## config.mk

```make
export PLATFORM = sky130hd
export DESIGN_NAME = uart_reg_responder
export DESIGN_NICKNAME = d
export VERILOG_FILES = /design/src/rtl/uart_reg_responder.sv
export SDC_FILE = /design/constraint.sdc
export NUM_CORES = 1
export LEC_CHECK = 0
export ABC_AREA = 0
export ABC_CLOCK_PERIOD_IN_PS = 4700
export BUFFER_PORTS_ARGS = -buffer_cell sky130_fd_sc_hd__buf_2
export CORE_MARGIN = 1.5
export CORE_UTILIZATION = 36
export DETAILED_ROUTE_END_ITERATION = 12
export SLEW_MARGIN = 10
export SYNTH_ARGS = -nofsm -noshare
export SYNTH_HDL_FRONTEND = slang
export SYNTH_SLANG_ARGS = --single-unit
```

## constraint.sdc

```tcl
create_clock -name clk -period 4.7 [get_ports clk]
set_clock_uncertainty 0.15 [all_clocks]
set_input_delay 1.175 -clock clk [delete_from_list [all_inputs] [get_ports clk]]
set_output_delay 1.175 -clock clk [all_outputs]
set_load 0.1 [all_outputs]
```

## src/rtl/uart_reg_responder.sv

```systemverilog
// Command-frame responder on the byte side of a UART.
// 'W' ADDR DATA performs a register write and replies ACK. 'R' ADDR performs a
// register read and replies with the read data. Anything else gets a NAK.
// Exactly one response byte is returned per frame.
module uart_reg_responder #(
  parameter int unsigned ADDR_W  = 4,
  parameter int unsigned TIMEOUT = 20000
) (
  input  logic              clk,
  input  logic              rst,
  input  logic [7:0]        rx_data,
  input  logic              rx_valid,
  output logic [7:0]        tx_data,
  output logic              tx_valid,
  input  logic              tx_ready,
  output logic [ADDR_W-1:0] reg_addr,
  output logic [7:0]        reg_wdata,
  output logic              reg_we,
  output logic              reg_re,
  input  logic [7:0]        reg_rdata,
  output logic              busy,
  output logic [7:0]        err_cnt
);

  localparam int unsigned TW = $clog2(TIMEOUT + 1);

  localparam logic [7:0] OpWr = 8'h57;
  localparam logic [7:0] OpRd = 8'h52;
  localparam logic [7:0] Ack  = 8'h06;
  localparam logic [7:0] Nak  = 8'h15;

  typedef enum logic [2:0] {
    StIdle, StGetAddr, StGetData, StRegWr, StRegRd, StRdCap, StSend, StTxHold
  } state_e;

  state_e        state;
  logic          op_wr;     // latched opcode: 1 = write, 0 = read
  logic          addr_bad;  // latched address range result for the data phase
  logic [TW-1:0] tmo_cnt;

  logic addr_bad_now;
  logic overrun;
  logic tmo_hit;
  logic nak_now;
  logic err_inc;

  // Error-event decode; at most one event source can fire in a given state.
  always_comb begin
    addr_bad_now = (rx_data >> ADDR_W) != 8'd0;
    overrun      = rx_valid && (state inside {StRegWr, StRegRd, StRdCap, StSend, StTxHold});
    tmo_hit      = !rx_valid && (state inside {StGetAddr, StGetData}) &&
                   (tmo_cnt == TW'(TIMEOUT - 1));
    nak_now      = rx_valid &&
                   ((state == StIdle && rx_data != OpWr && rx_data != OpRd) ||
                    (state == StGetAddr && !op_wr && addr_bad_now) ||
                    (state == StGetData && addr_bad));
    err_inc      = overrun || tmo_hit || nak_now;
  end

  assign busy = (state != StIdle);

  // Frame parser, bus sequencer and response sender with registered strobes.
  always_ff @(posedge clk or negedge rst) begin
    if (!rst) begin
      state     <= StIdle;
      op_wr     <= 1'b0;
      addr_bad  <= 1'b0;
      tmo_cnt   <= '0;
      tx_data   <= 8'd0;
      tx_valid  <= 1'b0;
      reg_addr  <= '0;
      reg_wdata <= 8'd0;
      reg_we    <= 1'b0;
      reg_re    <= 1'b0;
      err_cnt   <= 8'd0;
    end else begin
      tx_valid <= 1'b0;
      reg_we   <= 1'b0;
      reg_re   <= 1'b0;
      if (err_inc && err_cnt != 8'hFF) err_cnt <= err_cnt + 8'd1;

      unique case (state)
        StIdle: begin
          if (rx_valid) begin
            if (rx_data == OpWr || rx_data == OpRd) begin
              op_wr   <= (rx_data == OpWr);
              tmo_cnt <= '0;
              state   <= StGetAddr;
            end else begin
              tx_data <= Nak;
              state   <= StSend;
            end
          end
        end
        StGetAddr: begin
          if (rx_valid) begin
            tmo_cnt  <= '0;
            addr_bad <= addr_bad_now;
            if (!addr_bad_now) reg_addr <= rx_data[ADDR_W-1:0];
            if (op_wr) begin
              state <= StGetData;
            end else if (addr_bad_now) begin
              tx_data <= Nak;
              state   <= StSend;
            end else begin
              reg_re <= 1'b1;
              state  <= StRegRd;
            end
          end else if (tmo_hit) begin
            state <= StIdle;
          end else begin
            tmo_cnt <= tmo_cnt + TW'(1);
          end
        end
        StGetData: begin
          if (rx_valid) begin
            tmo_cnt   <= '0;
            reg_wdata <= rx_data;
            if (addr_bad) begin
              tx_data <= Nak;
              state   <= StSend;
            end else begin
              reg_we <= 1'b1;
              state  <= StRegWr;
            end
          end else if (tmo_hit) begin
            state <= StIdle;
          end else begin
            tmo_cnt <= tmo_cnt + TW'(1);
          end
        end
        StRegWr: begin
          tx_data <= Ack;
          state   <= StSend;
        end
        StRegRd: state <= StRdCap;
        StRdCap: begin
          tx_data <= reg_rdata;
          state   <= StSend;
        end
        StSend: begin
          if (tx_ready) begin
            tx_valid <= 1'b1;
            state    <= StTxHold;
          end
        end
        StTxHold: state <= StIdle;
        default:  state <= StIdle;
      endcase
    end
  end

endmodule

```

# After elaboration in Yosys (flattened, before gate mapping)
# Cells that the tools add are included.
[op_classes]
mux = 32
addsub = 2
n_eq_ne = 23
reduce_logical = 33
n_bitwise = 1
[op_table]
columns = ["operator", "count"]
rows = [
  ["15-bit 2-to-1 mux", 4],
  ["8-bit 2-to-1 mux", 7],
  ["8-bit one-hot mux with 5 select lines", 1],
  ["15-bit one-hot mux with 2 select lines", 1],
  ["3-bit 2-to-1 mux", 8],
  ["3-bit one-hot mux with 7 select lines", 1],
  ["8-bit by 7-bit == test with 1-bit output, second input constant", 2],
  ["2-bit != test, second input constant", 8],
  ["8-bit by 7-bit != test with 1-bit output, second input constant", 2],
  ["15-bit by 1-bit adder with 15-bit output, second input constant", 1],
  ["15-bit == test, second input constant", 1],
  ["3-bit == test, second input constant", 4],
  ["1-bit logical AND", 10],
  ["5-bit nonzero test", 2],
  ["1-bit 2-to-1 mux", 9],
  ["8-bit by 1-bit adder with 8-bit output, second input constant", 1],
  ["8-bit != test, second input constant", 1],
  ["8-bit AND reduction", 1],
  ["8-bit nonzero test", 1],
  ["3-bit by 2-bit == test with 1-bit output, second input constant", 2],
  ["2-bit AND reduction", 3],
  ["3-bit AND reduction", 2],
  ["1-bit logical OR", 5],
  ["4-bit AND reduction", 1],
  ["other kinds (10)", 13],
]
[word_totals]
elab_cells = 102
regBits = 51
out_inout_bits = 32
in_bits = 20

# Longest topological paths before layout
# Gate-level depths: netlist of the first run.
[logic_depth]
word_depth = 8
ltp_mapped = 8
mapped_depth_nobuf = 7

# Worst setup path after synthesis of the first run
# Ideal clock, no wire load.
[synth_path]
path_type = "register to output"
start = "register state[2]"
end = "output busy"
slack_ns = 1.923
arrival_ns = 1.452
required_ns = 3.375
n_path_buf = 1
path_stages_with_launch = 4
path_cell_list = "dfrtp_1 > clkbuf_1 > inv_1 > nand3_1"
[synth_via]
elab_chain_len = 1
[synth_lines]
columns = ["element", "line", "rtl"]
rows = [
  ["start: declaration", "36", "state_e state;"],
  ["start signal: assignment", "65", "state <= StIdle;"],
  ["start signal: assignment", "88", "state <= StGetAddr;"],
  ["start signal: assignment", "91", "state <= StSend;"],
  ["3-bit nonzero test", "60", "assign busy = (state != StIdle);"],
  ["end: declaration", "21", "output logic busy,"],
]
# No other way between the ends.

# Worst setup path in the final report of the first run
[layout_path]
start = "register state[0]"
end = "output busy"
# Same word-level chain as after synthesis.

==> qor.txt, run 1 <==
Global-route wire length before repair: 9000 um
Clock transition at path regs: 0.09 ns
Leading post-synthesis cells by cell area: dfrtp_1, mux2_2, xnor2_1
R2r endpoint: err_cnt[1]$_DFFE_PN0P_
Critical path endpoint: busy
Area of the mapped netlist: 2520 um2
Post-layout util: 44.1%
Grt ovf: 0
Final Hold Fails: 0
DRT Wirelength: 5260 um
Number of synthesized flops with an enable pin: 0
Fmax: 0.327 GHz
Core ar.: 6790 um2
Async SR Flop Fraction: 100%
Max-slew headroom: 55.0%
Yosys reg bits: 51
Initial antenna violation count: 0
Antenna Nets Post-Route: 0
Tightest Pin Transition: 0.675 ns
HP Class: flop to flop
Share of cells above drive strength 1: 26.3%
Diodes inserted: 0
Global-route met2 utilization: 25.1%
Cts repair resizes: 0
RSZ-0062 raised after global routing: false
Syn nets: 266
Register area share after synthesis: 50.6%
Most used routing layer: met2
Yosys warns: 0
Status: completed
H-tree depth: 2
Most frequent cells after synthesis: dfrtp_1, nand2_1, nor2_1
IO buf count: 51
I/O Pins: 52
Worst EP arrival: 1.74 ns
First DRT Iteration DRCs: 137
CP startpoint kind: flop
Setup Buffers After CTS: 0
Die width: 86.7 um
Hold path cells: 1
Synthesized area per cell: 10.3 um2
Post-Synth XOR/XNOR Area: 4.86%
Pin count of the biggest net entering global routing: 32
WS Path Type: flop to output port
Chip height: 86.7 um
Vias in the first global route: 1922
GR Util All Layers: 15.1%
Reg-to-Reg Start: state[0]$_DFFE_PN0P_
DP Area: 2880 um2
Post-Synthesis Cells: 244
Met3 Use GR: 3.52%
CTS Sinks: 51
Dominant synthesized flop cell: dfrtp_1
CP startpoint: state[0]$_DFFE_PN0P_
Largest family of logic cells by synthesized area: simple AND/OR/NAND/NOR gates
Crit. End Element: output port
Cell Rows: 30
Initial Util: 37.1%
R2r setup slk: 1.99 ns
Synth area leader: dfrtp_1
Layout net count: 318
Worst Path Required: 3.38 ns
Simple-gate share of the synthesized area: 18.7%
CTS Buffer Depth: 2
DRC Markers: 0
CTS Hold Bufs: 0
TritonCTS clock tree: done
Max Slew Vio Count: 0
Crit path max fanout: 16
Post-layout min period: 3.06 ns
Drt via density: 5.06
Setup TNS: 0 ns
Post-synth cell types: 47
Root Driver: clkbuf_8
Final setup viols: 0
Post-synthesis mux area share: 5.35%
Compound-Gate Fraction of Synth Area: 16.5%
Synth-to-Final Area Change: 18.6%
Finished Cell Area: 2990 um2
Top cell type's share of synthesized area: 50.6%
DR pass1 iterations: 4
Dpl hpwl: 3830 um
Adder-cell share of the synthesized area: 0.992%
Drt wl/cell: 13.4 um
Worst skew pair latency: 0.30 ns
Die area: 7520 um2
Met1 usage: 19.6%
Placer Congestion: 0.857
Total of max-cap violations: 0
Fin crit share: 65.2%
R2R cell count: 5
Top-count cell post-synth: dfrtp_1
Routed vias: 1989
CTS buffer count: 5
## how the worst min path moves through the flow
| stage | startpoint | to |
|---|---|---|
| after global routing | reg_wdata[1]$_DFFE_PN0P_ | reg_wdata[1]$_DFFE_PN0P_ |
| final | err_cnt[6]$_DFFE_PN0P_ | err_cnt[6]$_DFFE_PN0P_ |
| after CTS | tmo_cnt[4]$_DFFE_PN0P_ | tmo_cnt[4]$_DFFE_PN0P_ |
| after global placement | err_cnt[6]$_DFFE_PN0P_ | err_cnt[6]$_DFFE_PN0P_ |
| after detailed placement | reg_addr[2]$_DFFE_PN0P_ | reg_addr[2]$_DFFE_PN0P_ |
| after floorplan | tmo_cnt[4]$_DFFE_PN0P_ | tmo_cnt[4]$_DFFE_PN0P_ |
## registers in the layout (all words and copies together) (netlist names)
register and count:
reg_re 1, state 3, tx_data 8, reg_we 1, reg_addr 4, addr_bad 1
tmo_cnt 15, err_cnt 8, op_wr 1, tx_valid 1, reg_wdata 8
## layout by cell type (no fill, tap or decap), types with 2 or more instances in the layout
cell / count
o21ai_0: 16
o31ai_1: 6
a21oi_1: 10
and3_1: 9
a22oi_1: 2
nor3_1: 6
clkbuf_8: 6
a211oi_1: 2
xor2_1: 2
or2_1: 3
xnor2_1: 12
buf_2: 51
o21bai_1: 4
inv_1: 11
dfrtp_1: 51
a22o_1: 6
nand2_1: 22
ha_1: 2
nand3_1: 7
nor2_1: 19
nand4_1: 4
mux2_2: 12
o22ai_1: 2
and4_1: 2
or3_1: 2
a31oi_1: 2
nor2b_1: 4
## critical path, stage by stage (launching register included)
cell	delay (ns)
dfrtp_1	0.68
inv_2	0.19
nand3_1	0.14
buf_2	0.43
## cell families after synthesis
family | count (synthesis)
and+or+nand+nor | 87
AOI/OAI and AO/OA | 59
DFF | 51
buffers and inverters | 19
xor gates and xnor gates | 14
muxes | 12
adders and majority gates | 2
## metrics by stage
stage / worst slack (ns) / instances / hold slack [ns]
after floorplan: 1.92 / 244 / 0.305
after global placement: 1.50 / 385 / 0.327
after detailed placement: 1.47 / 385 / 0.327
after CTS: 1.65 / 393 / 0.348
after global routing: 1.53 / 393 / 0.376
final: 1.64 / 393 / 0.345
## area by class of cell
cell class                 instances  area (um2)
timing repair buffer              52         263
sequential                        51        1280
clock inverter                     2        35.0
tap                               96         120
inverter                          12        45.0
multi-input combinational        174        1170
clock buffer                       6        82.6
fill                             659        3800
## routing by layer
metal	up-vias	part of all wire (%)
met2	50	47
met1	956	47
li1	977	-
met4	0	1.3
met3	6	4.0
met5	-	0
Power of run 1 is not shown: default switching activity piles up to over one toggle a cycle in this logic, so the estimate is an artifact.
==> run 2: changes to the inputs <==
- ABC_CLOCK_PERIOD_IN_PS: 4700 -> 2500
- clock period: 4.7 -> 2.5 ns (I/O delays scaled with it)
==> run 2 against run 1 <==
Against the previous run:
- sequential cell count unchanged
- utilization rose by 0.53 points
- hold slack worse by 0.091 ns
- critical path depth up 1
==> qor.txt, run 2 (same netlist as run 1, synthesis figures left out) <==
Status: completed (unchanged)
CTS Sinks: 51 (unchanged)
Final setup viols: 0 (unchanged)
Crit path max fanout: 12 (was 16)
Chip height: 86.7 um (unchanged)
CTS Buffer Depth: 2 (unchanged)
Die width: 86.7 um (unchanged)
CTS Hold Bufs: 0 (unchanged)
Initial Util: 37.1% (unchanged)
CP startpoint kind: flop (unchanged)
Pin count of the biggest net entering global routing: 52 (was 32)
Worst EP arrival: 1.53 ns (was 1.74 ns)
Leading cell type in the layout, fill and taps excluded: dfrtp_1
Final Hold Fails: 0 (unchanged)
Routed vias: 2029 (was 1989)
GR Util All Layers: 14.8% (was 15.1%)
DR pass1 iterations: 4 (unchanged)
Max Slew Vio Count: 0 (unchanged)
Worst Path Required: 1.73 ns (was 3.38 ns)
Placer Congestion: 0.834 (was 0.857)
Reg with most FFs: tmo_cnt (unchanged)
Dpl hpwl: 3780 um (was 3830 um)
Hold Slack: 0.254 ns (was 0.345 ns)
RSZ-0062 raised after global routing: false (unchanged)
Post-layout util: 44.6% (was 44.1%)
Crit. End Element: output port (unchanged)
Drt wl/cell: 12.7 um (was 13.4 um)
DRT Wirelength: 5090 um (was 5260 um)
Drt via density: 5.06 (about the same)
H-tree depth: 2 (unchanged)
Synth-to-Final Area Change: 20.0% (was 18.6%)
Share of cells above drive strength 1: 28.2% (was 26.3%)
Max-slew headroom: 57.2% (was 55.0%)
Global-route wire length before repair: 8800 um (was 9000 um)
Antenna Nets Post-Route: 0 (unchanged)
Layout net count: 326 (was 318)
I/O Pins: 52 (unchanged)
Setup Buffers After CTS: 0 (unchanged)
Post-layout min period: 2.31 ns
DP Area: 2940 um2 (was 2880 um2)
Finished Cell Area: 3030 um2 (was 2990 um2)
Fin crit share: 92.2%
Fillers: 685 (was 659)
Clock transition at path regs: 0.10 ns (was 0.09 ns)
IO buf count: 51 (unchanged)
TritonCTS clock tree: done (unchanged)
WS Path Type: flop to output port (unchanged)
Most frequent cells in the layout: dfrtp_1, buf_2, nand2_1 (unchanged)
Root Driver: clkbuf_8 (unchanged)
Fmax: 0.434 GHz
Grt ovf: 0 (unchanged)
Cts repair resizes: 0 (unchanged)
Setup TNS: 0 ns (unchanged)
DRC Markers: 0 (unchanged)
Initial antenna violation count: 0 (unchanged)
Core ar.: 6790 um2 (unchanged)
Diodes inserted: 0 (unchanged)
Die area: 7520 um2 (unchanged)
Worst skew pair latency: 0.31 ns (was 0.30 ns)
Total of max-cap violations: 0 (unchanged)
Cell Rows: 30 (unchanged)
CTS buffer count: 5 (unchanged)
HP Class: input pin to async pin (was flop to flop)
Vias in the first global route: 1890 (was 1922)
First DRT Iteration DRCs: 92 (was 137)
Max FFs per register: 15 (unchanged)
Tightest Pin Transition: 0.642 ns (was 0.675 ns)
==> run 2: metal layers <==
layer / vias up / track usage [%] / part of all wire, %
li1: 1003 / - / -
met1: 980 / 19.9 / 48
met2: 39 / 24.3 / 47
met3: 7 / 2.76 / 3.8
met4: 0 / 4.84 / 1.2
met5: - / 0 / 0
==> run 2: worst max-delay path, cell delays in order (launching register included) <==
cell and delay, ns:
dfrtp_1 0.58, inv_2 0.06, buf_4 0.17, nand3_1 0.08
clkbuf_4 0.33
==> run 2: layout make-up <==
cell class	instances	area (um2)	share of cell area, %
inverter	12	45.0	1.49
clock inverter	3	22.5	0.743
tap	96	120	3.97
timing repair buffer	60	325	10.7
clock buffer	5	68.8	2.27
sequential	51	1280	42.1
multi-input combinational	174	1170	38.7
==> run 2: final timing paths <==
path	to	start	slack (ns)	cells past startpoint
setup / recovery	busy	state[0]$_DFFE_PN0P_	0.19	4
hold / removal	err_cnt[2]$_DFFE_PN0P_	rst	0.25	2
setup reg to reg	err_cnt[1]$_DFFE_PN0P_	tmo_cnt[0]$_DFFE_PN0P_	0.24	6
hold reg to reg	err_cnt[6]$_DFFE_PN0P_	err_cnt[6]$_DFFE_PN0P_	0.34	1
max in group asynchronous	tmo_cnt[12]$_DFFE_PN0P_	rst	1.51	2
min in group clk	err_cnt[6]$_DFFE_PN0P_	err_cnt[6]$_DFFE_PN0P_	0.34	1
==> run 2: metrics by stage <==
stage          cells  worst slack (ns)
3_3_place_gp     393            0.0884
3_5_place_dp     393            0.0546
5_1_grt          401            0.0937
4_1_cts          401            0.0844
6_report         401             0.194
2_1_floorplan    244             0.230
Power of run 2 is left out for the same reason.
